===== config.mk =====
export PLATFORM = sky130hd
export DESIGN_NAME = iro_sweep_ctrl
export DESIGN_NICKNAME = d
export VERILOG_FILES = /design/src/rtl/iro_sweep_ctrl.sv
export SDC_FILE = /design/constraint.sdc
export NUM_CORES = 1
export LEC_CHECK = 0
export ABC_CLOCK_PERIOD_IN_PS = 4200
export CORE_ASPECT_RATIO = 0.6
export CORE_MARGIN = 3
export CORE_UTILIZATION = 51
export DETAILED_ROUTE_END_ITERATION = 8
export HOLD_SLACK_MARGIN = 0.12
export PLACE_DENSITY = 0.77
export SLEW_MARGIN = 20
export SYNTH_ARGS = -nofsm -noshare
export SYNTH_HDL_FRONTEND = slang
export SYNTH_SLANG_ARGS = --single-unit

===== constraint.sdc =====
create_clock -name clk -period 4.2 [get_ports clk]
set_input_delay 0.84 -clock clk [delete_from_list [all_inputs] [get_ports clk]]
set_output_delay 0.84 -clock clk [all_outputs]
set_load 0.02 [all_outputs]

===== src/rtl/iro_sweep_ctrl.sv =====
// Sweep-and-capture controller for the instrumented ring oscillator: steps the stage count,
// restarts the ring per repetition, freezes it, snapshots the phase taps and streams records.
module iro_sweep_ctrl #(
  parameter int STAGE_BITS = 4,
  parameter int PHASE_W    = 16,
  parameter int SETTLE_W   = 8,
  parameter int REP_W      = 4,
  parameter int ONES_W     = $clog2(PHASE_W + 1)
) (
  input  logic                  clk,
  input  logic                  rst,
  input  logic                  start,
  input  logic                  abort,
  input  logic [STAGE_BITS-1:0] stage_min,
  input  logic [STAGE_BITS-1:0] stage_max,
  input  logic [SETTLE_W-1:0]   settle_cycles,
  input  logic [REP_W-1:0]      repeats,
  input  logic [PHASE_W-1:0]    iro_phases,
  output logic                  iro_enable,
  output logic                  iro_hold,
  output logic [STAGE_BITS-1:0] iro_n_stages,
  output logic                  busy,
  output logic                  res_valid,
  input  logic                  res_ready,
  output logic [STAGE_BITS-1:0] res_stage,
  output logic [REP_W-1:0]      res_rep,
  output logic [PHASE_W-1:0]    res_phases,
  output logic [ONES_W-1:0]     res_ones,
  output logic                  done
);

  localparam logic [2:0] IDLE = 3'd0;
  localparam logic [2:0] KILL = 3'd1;
  localparam logic [2:0] RUN  = 3'd2;
  localparam logic [2:0] HOLD = 3'd3;
  localparam logic [2:0] CAPT = 3'd4;
  localparam logic [2:0] EMIT = 3'd5;
  localparam logic [2:0] FIN  = 3'd6;

  localparam int CNT_W = (SETTLE_W > 2) ? SETTLE_W : 2;

  logic [2:0]            state;
  logic [CNT_W-1:0]      cnt;
  logic [STAGE_BITS-1:0] stage;
  logic [STAGE_BITS-1:0] smax;
  logic [SETTLE_W-1:0]   settle;
  logic [REP_W-1:0]      reps;
  logic [REP_W-1:0]      rep;
  logic [PHASE_W-1:0]    sync1;
  logic [PHASE_W-1:0]    sync2;
  logic [ONES_W-1:0]     ones;

  // The synchronizer keeps clocking through abort so the taps are always fresh.
  always_ff @(posedge clk) begin
    if (rst) begin
      sync1 <= '0;
      sync2 <= '0;
    end else begin
      sync1 <= iro_phases;
      sync2 <= sync1;
    end
  end

  always_comb begin
    ones = '0;
    for (int i = 0; i < PHASE_W; i++) begin
      ones = ones + ONES_W'(sync2[i]);
    end
  end

  always_ff @(posedge clk) begin
    if (rst || abort) begin
      state        <= IDLE;
      cnt          <= '0;
      stage        <= '0;
      smax         <= '0;
      settle       <= '0;
      reps         <= '0;
      rep          <= '0;
      iro_n_stages <= '0;
      res_stage    <= '0;
      res_rep      <= '0;
      res_phases   <= '0;
      res_ones     <= '0;
    end else begin
      unique case (state)
        IDLE: begin
          if (start) begin
            stage  <= stage_min;
            smax   <= stage_max;
            settle <= (settle_cycles == '0) ? SETTLE_W'(1) : settle_cycles;
            reps   <= (repeats == '0) ? REP_W'(1) : repeats;
            rep    <= '0;
            cnt    <= CNT_W'(1);
            state  <= (stage_min > stage_max) ? FIN : KILL;
          end
        end
        KILL: begin
          iro_n_stages <= stage;
          if (cnt == '0) begin
            cnt   <= CNT_W'(settle) - CNT_W'(1);
            state <= RUN;
          end else begin
            cnt <= cnt - CNT_W'(1);
          end
        end
        RUN: begin
          if (cnt == '0) begin
            cnt   <= CNT_W'(2);
            state <= HOLD;
          end else begin
            cnt <= cnt - CNT_W'(1);
          end
        end
        HOLD: begin
          if (cnt == '0) begin
            state <= CAPT;
          end else begin
            cnt <= cnt - CNT_W'(1);
          end
        end
        CAPT: begin
          res_phases <= sync2;
          res_ones   <= ones;
          res_stage  <= stage;
          res_rep    <= rep;
          state      <= EMIT;
        end
        EMIT: begin
          if (res_ready) begin
            cnt <= CNT_W'(1);
            // Compare before incrementing so a max-valued stage_max never wraps.
            if (rep < reps - REP_W'(1)) begin
              rep   <= rep + REP_W'(1);
              state <= KILL;
            end else if (stage < smax) begin
              stage <= stage + STAGE_BITS'(1);
              rep   <= '0;
              state <= KILL;
            end else begin
              state <= FIN;
            end
          end
        end
        FIN:     state <= IDLE;
        default: state <= IDLE;
      endcase
    end
  end

  assign iro_enable = (state == RUN) || (state == HOLD) || (state == CAPT) || (state == EMIT);
  assign iro_hold   = (state == HOLD) || (state == CAPT) || (state == EMIT);
  assign busy       = (state != IDLE);
  assign res_valid  = (state == EMIT);
  assign done       = (state == FIN);

endmodule


==> results of run 1 <==
-- sequential cells by signal (all words and copies together), names as in the netlist --
register      count
settle            8
cnt               8
res_stage         4
rep               4
sync2            16
res_phases       16
iro_n_stages      4
state             3
reps              4
res_ones          5
res_rep           4
stage             4
smax              4
sync1            16
-- layout by cell type (no fill, tap or decap), types with 3 or more instances in the layout --
master | netlist | routed
fa_1 | 10 | 10
or3_1 | 5 | 5
a21oi_1 | 60 | 60
nor3b_1 | 4 | 4
ha_1 | 22 | 22
nand2_1 | 97 | 96
a21o_1 | 4 | 4
inv_1 | 51 | 51
mux2i_1 | 5 | 5
nor2_1 | 20 | 20
clkbuf_16 | 0 | 9
a31oi_1 | 3 | 3
dfxtp_1 | 100 | 100
nor2b_1 | 37 | 37
nor3_1 | 19 | 18
a211oi_1 | 3 | 3
o21ai_1 | 3 | 3
clkdlybuf4s50_1 | 0 | 78
buf_4 | 0 | 6
xor2_1 | 4 | 4
nand3_1 | 9 | 9
xnor2_1 | 7 | 7
o21ai_0 | 10 | 10
o211ai_1 | 4 | 4
nor4_1 | 4 | 4
o22ai_1 | 4 | 4
a32o_1 | 3 | 3
-- synthesized netlist by cell type, drive strengths merged, types with 3 or more instances --
cell type | number | area [um2]
a211oi | 3 | 22.52
a21o | 5 | 38.79
a21oi | 60 | 300.3
a31oi | 4 | 31.28
a32o | 3 | 30.03
and2 | 3 | 21.27
buf | 13 | 87.58
clkbuf | 16 | 60.06
dfxtp | 100 | 2002
fa | 10 | 200.2
ha | 22 | 275.3
inv | 51 | 191.4
mux2i | 5 | 50.05
nand2 | 98 | 370.4
nand3 | 9 | 45.04
nand3b | 3 | 26.27
nor2 | 21 | 81.33
nor2b | 37 | 231.5
nor3 | 19 | 95.09
nor3b | 5 | 42.54
nor4 | 5 | 37.53
o211ai | 6 | 55.05
o21ai | 14 | 73.82
o22ai | 4 | 25.02
or3 | 5 | 31.28
xnor2 | 7 | 61.31
xor2 | 4 | 35.03
-- worst paths after layout --
path | endpoint | cells past startpoint
max | res_ones[2]$_SDFFE_PP0P_ | 13
min | sync2[8]$_SDFF_PP0_ | 1
max reg2reg | res_ones[2]$_SDFFE_PP0P_ | 13
min reg2reg | sync2[8]$_SDFF_PP0_ | 1
-- power groups by stage --
stage / clock (mW) / combinational [mW] / sequential (mW)
floorplan: 0 / 0.293 / 1.02
global placement: 0 / 0.397 / 1.03
detailed placement: 0 / 0.410 / 1.03
CTS: 0.841 / 0.413 / 1.01
global route: 0.882 / 0.459 / 1.02
finish: 0.824 / 0.417 / 1.01
-- kinds of logic after synthesis --
family | synth area share
and+or+nand+nor | 0.2268
buffers and inverters | 0.06961
AOI/OAI and AO/OA | 0.1649
muxes | 0.01028
xor gates and xnor gates | 0.01978
adders and majority gates | 0.09761
DFF | 0.4110
-- worst reg2reg max path, stage by stage (launching register included) --
cell and delay [ns]:
dfxtp_1 0.33, inv_1 0.07, fa_1 0.59, fa_1 0.45, fa_1 0.54, fa_1 0.42
inv_1 0.07, ha_1 0.16, inv_1 0.06, fa_1 0.38, nor2b_1 0.20, nor3_1 0.08
a21oi_1 0.17, nor2_1 0.06
-- cell type report --
class,count,area (um2),area share
clock buffers,9,225.2,0.03742
inverters,51,191.4,0.03181
well taps,126,157.7,0.02620
repair buffers,84,825.8,0.1372
multi-input cells,387,2537,0.4216
clock inverters,7,78.83,0.01310
flip-flops and latches,100,2002,0.3326
-- per-layer routing --
layer	part of all wire	vias to the layer above
li1	-	2058
met4	0.0074	0
met5	0	-
met2	0.41	174
met3	0.080	10
met1	0.50	1965
==> results.json, run 1 <==
{
  "drt_wl_total_mm": 12.50,
  "start_kind": "register",
  "dpl_cell_area_um2": 5712,
  "crit_fanout": 2,
  "fin_util": 0.6777,
  "drt_iter0_drc": 378,
  "met1_usage": 0.3549,
  "ant_nets": 0,
  "clock-skew-final_ns": 0.007450,
  "crit_chain": "inv_1 > fa_1 > fa_1 > fa_1 > fa_1 > inv_1 > ha_1 > inv_1 > fa_1 > nor2b_1 > nor3_1 > a21oi_1 > nor2_1",
  "ys_ff_latch": 100,
  "core_um2": 8881,
  "rows": 26,
  "clk_pin_slew_ns": 0.07,
  "grt_first_pass_wirelength_mm": 19.91,
  "total_power_mw": 2.253,
  "power_frac_clock": 0.366,
  "die_h_um": 81.70,
  "yosysSeqAreaShare": 0.4110,
  "crit_start": "sync2[0]$_SDFF_PP0_",
  "p_leak_nw": 2.280,
  "cp.arrival_ns": 3.91,
  "setup_ws_ns": 0.5196,
  "tns_ns": 0,
  "syn-num-nets": 640,
  "power_density_nw_per_um2": 374.4,
  "avgRoutedWirePerCell_um": 16.36,
  "dp_slack_ns": 0.5697,
  "layout-drive-gt1-share": 0.06583,
  "synth_ff_type": "dfxtp_1",
  "io_pins": 79,
  "max_slew_margin": 0.4468,
  "hold_viol": 0,
  "die_area_um2": 10800,
  "postCtsSetupRepairBufs": 0,
  "max_slew.worst_pin.slew_ns": 0.8287,
  "ys_warn_count": 0,
  "n_antenna_cell": 0,
  "min_period_ns": 3.680,
  "synth_area_um2": 4871,
  "grt.met2_usage": 0.3359,
  "finalNonFillerCells": 764,
  "slew_viol_final": 0,
  "fillers": 735,
  "syn_avg_cell_area_um2": 8.591,
  "p_int_mw": 1.577,
  "vias_per_cell": 5.507,
  "vdd_drop_max_uv": 248.1,
  "grt_pass1_vias": 3893,
  "final_cell_area_um2": 6018,
  "die_w_um": 132.2,
  "synthArstFlopShare": 0,
  "timing.fmax_mhz": 271.7,
  "cts_root_buf": "clkbuf_16",
  "critPathMostFrequentCell": "fa_1",
  "cpMaxStageDelayCell": "fa_1",
  "cap_violations": 0,
  "cp_data_required_time_ns": 4.43,
  "io_buffers": 78,
  "antenna_found_initial": 0,
  "clk_latency_ns": 0.35,
  "drc": 0,
  "clock_path_buffers": 2,
  "outcome": "finished, final reports clean",
  "yosys.cell_types.count": 65,
  "dpl.hpwl_mm": 9.225,
  "netlist_instances": 567,
  "dp_cells": 748,
  "hold_start": "sync1[8]$_SDFF_PP0_",
  "cpLargestDelayFamily": "adder cells",
  "grt_busiest_layer": "met1",
  "holdWs_ns": 0.4407,
  "r2r_start": "sync2[0]$_SDFF_PP0_",
  "grt_use_met3": 0.05508,
  "hold_buffers": 0,
  "power_frac_comb": 0.185,
  "r2r_setup_slack_ns": 0.52,
  "syn2layout_area_growth_pct": 23.56,
  "path_class": "register to register",
  "slowest_delay_ns": 0.59,
  "vias": 4207,
  "rsz0062_at_grt": "no",
  "cts_tree": "built",
  "setup_violations": 0,
  "critPathBufInv": 3,
  "gp_congestion": 0.9325,
  "grt_overflow": 0,
  "synth_edf_count": 0,
  "postCtsResizedCells": 0,
  "cts_max_level": 3,
  "swShare": 0.3001,
  "period_share": 0.8763,
  "p_switching_mw": 0.6761,
  "dr.pass1.iters": 5,
  "fin_nets": 706,
  "grt_max_degree": 35,
  "start_util": 0.5485,
  "min_path_type": "register to register",
  "cp-end-kind": "register",
  "grt_util_all_layers": 0.2346,
  "cts_buffers": 9,
  "pwr-share-seq": 0.449,
  "clock_sinks": 100
}
No activity file was read; power rests on OpenSTA's default activity.
==> run 2: changes to the inputs <==
HOLD_SLACK_MARGIN = 0.02   (was 0.12)
==> results of run 2 <==
Same layout as run 1: the final DEF is identical, and so are final timing and power.
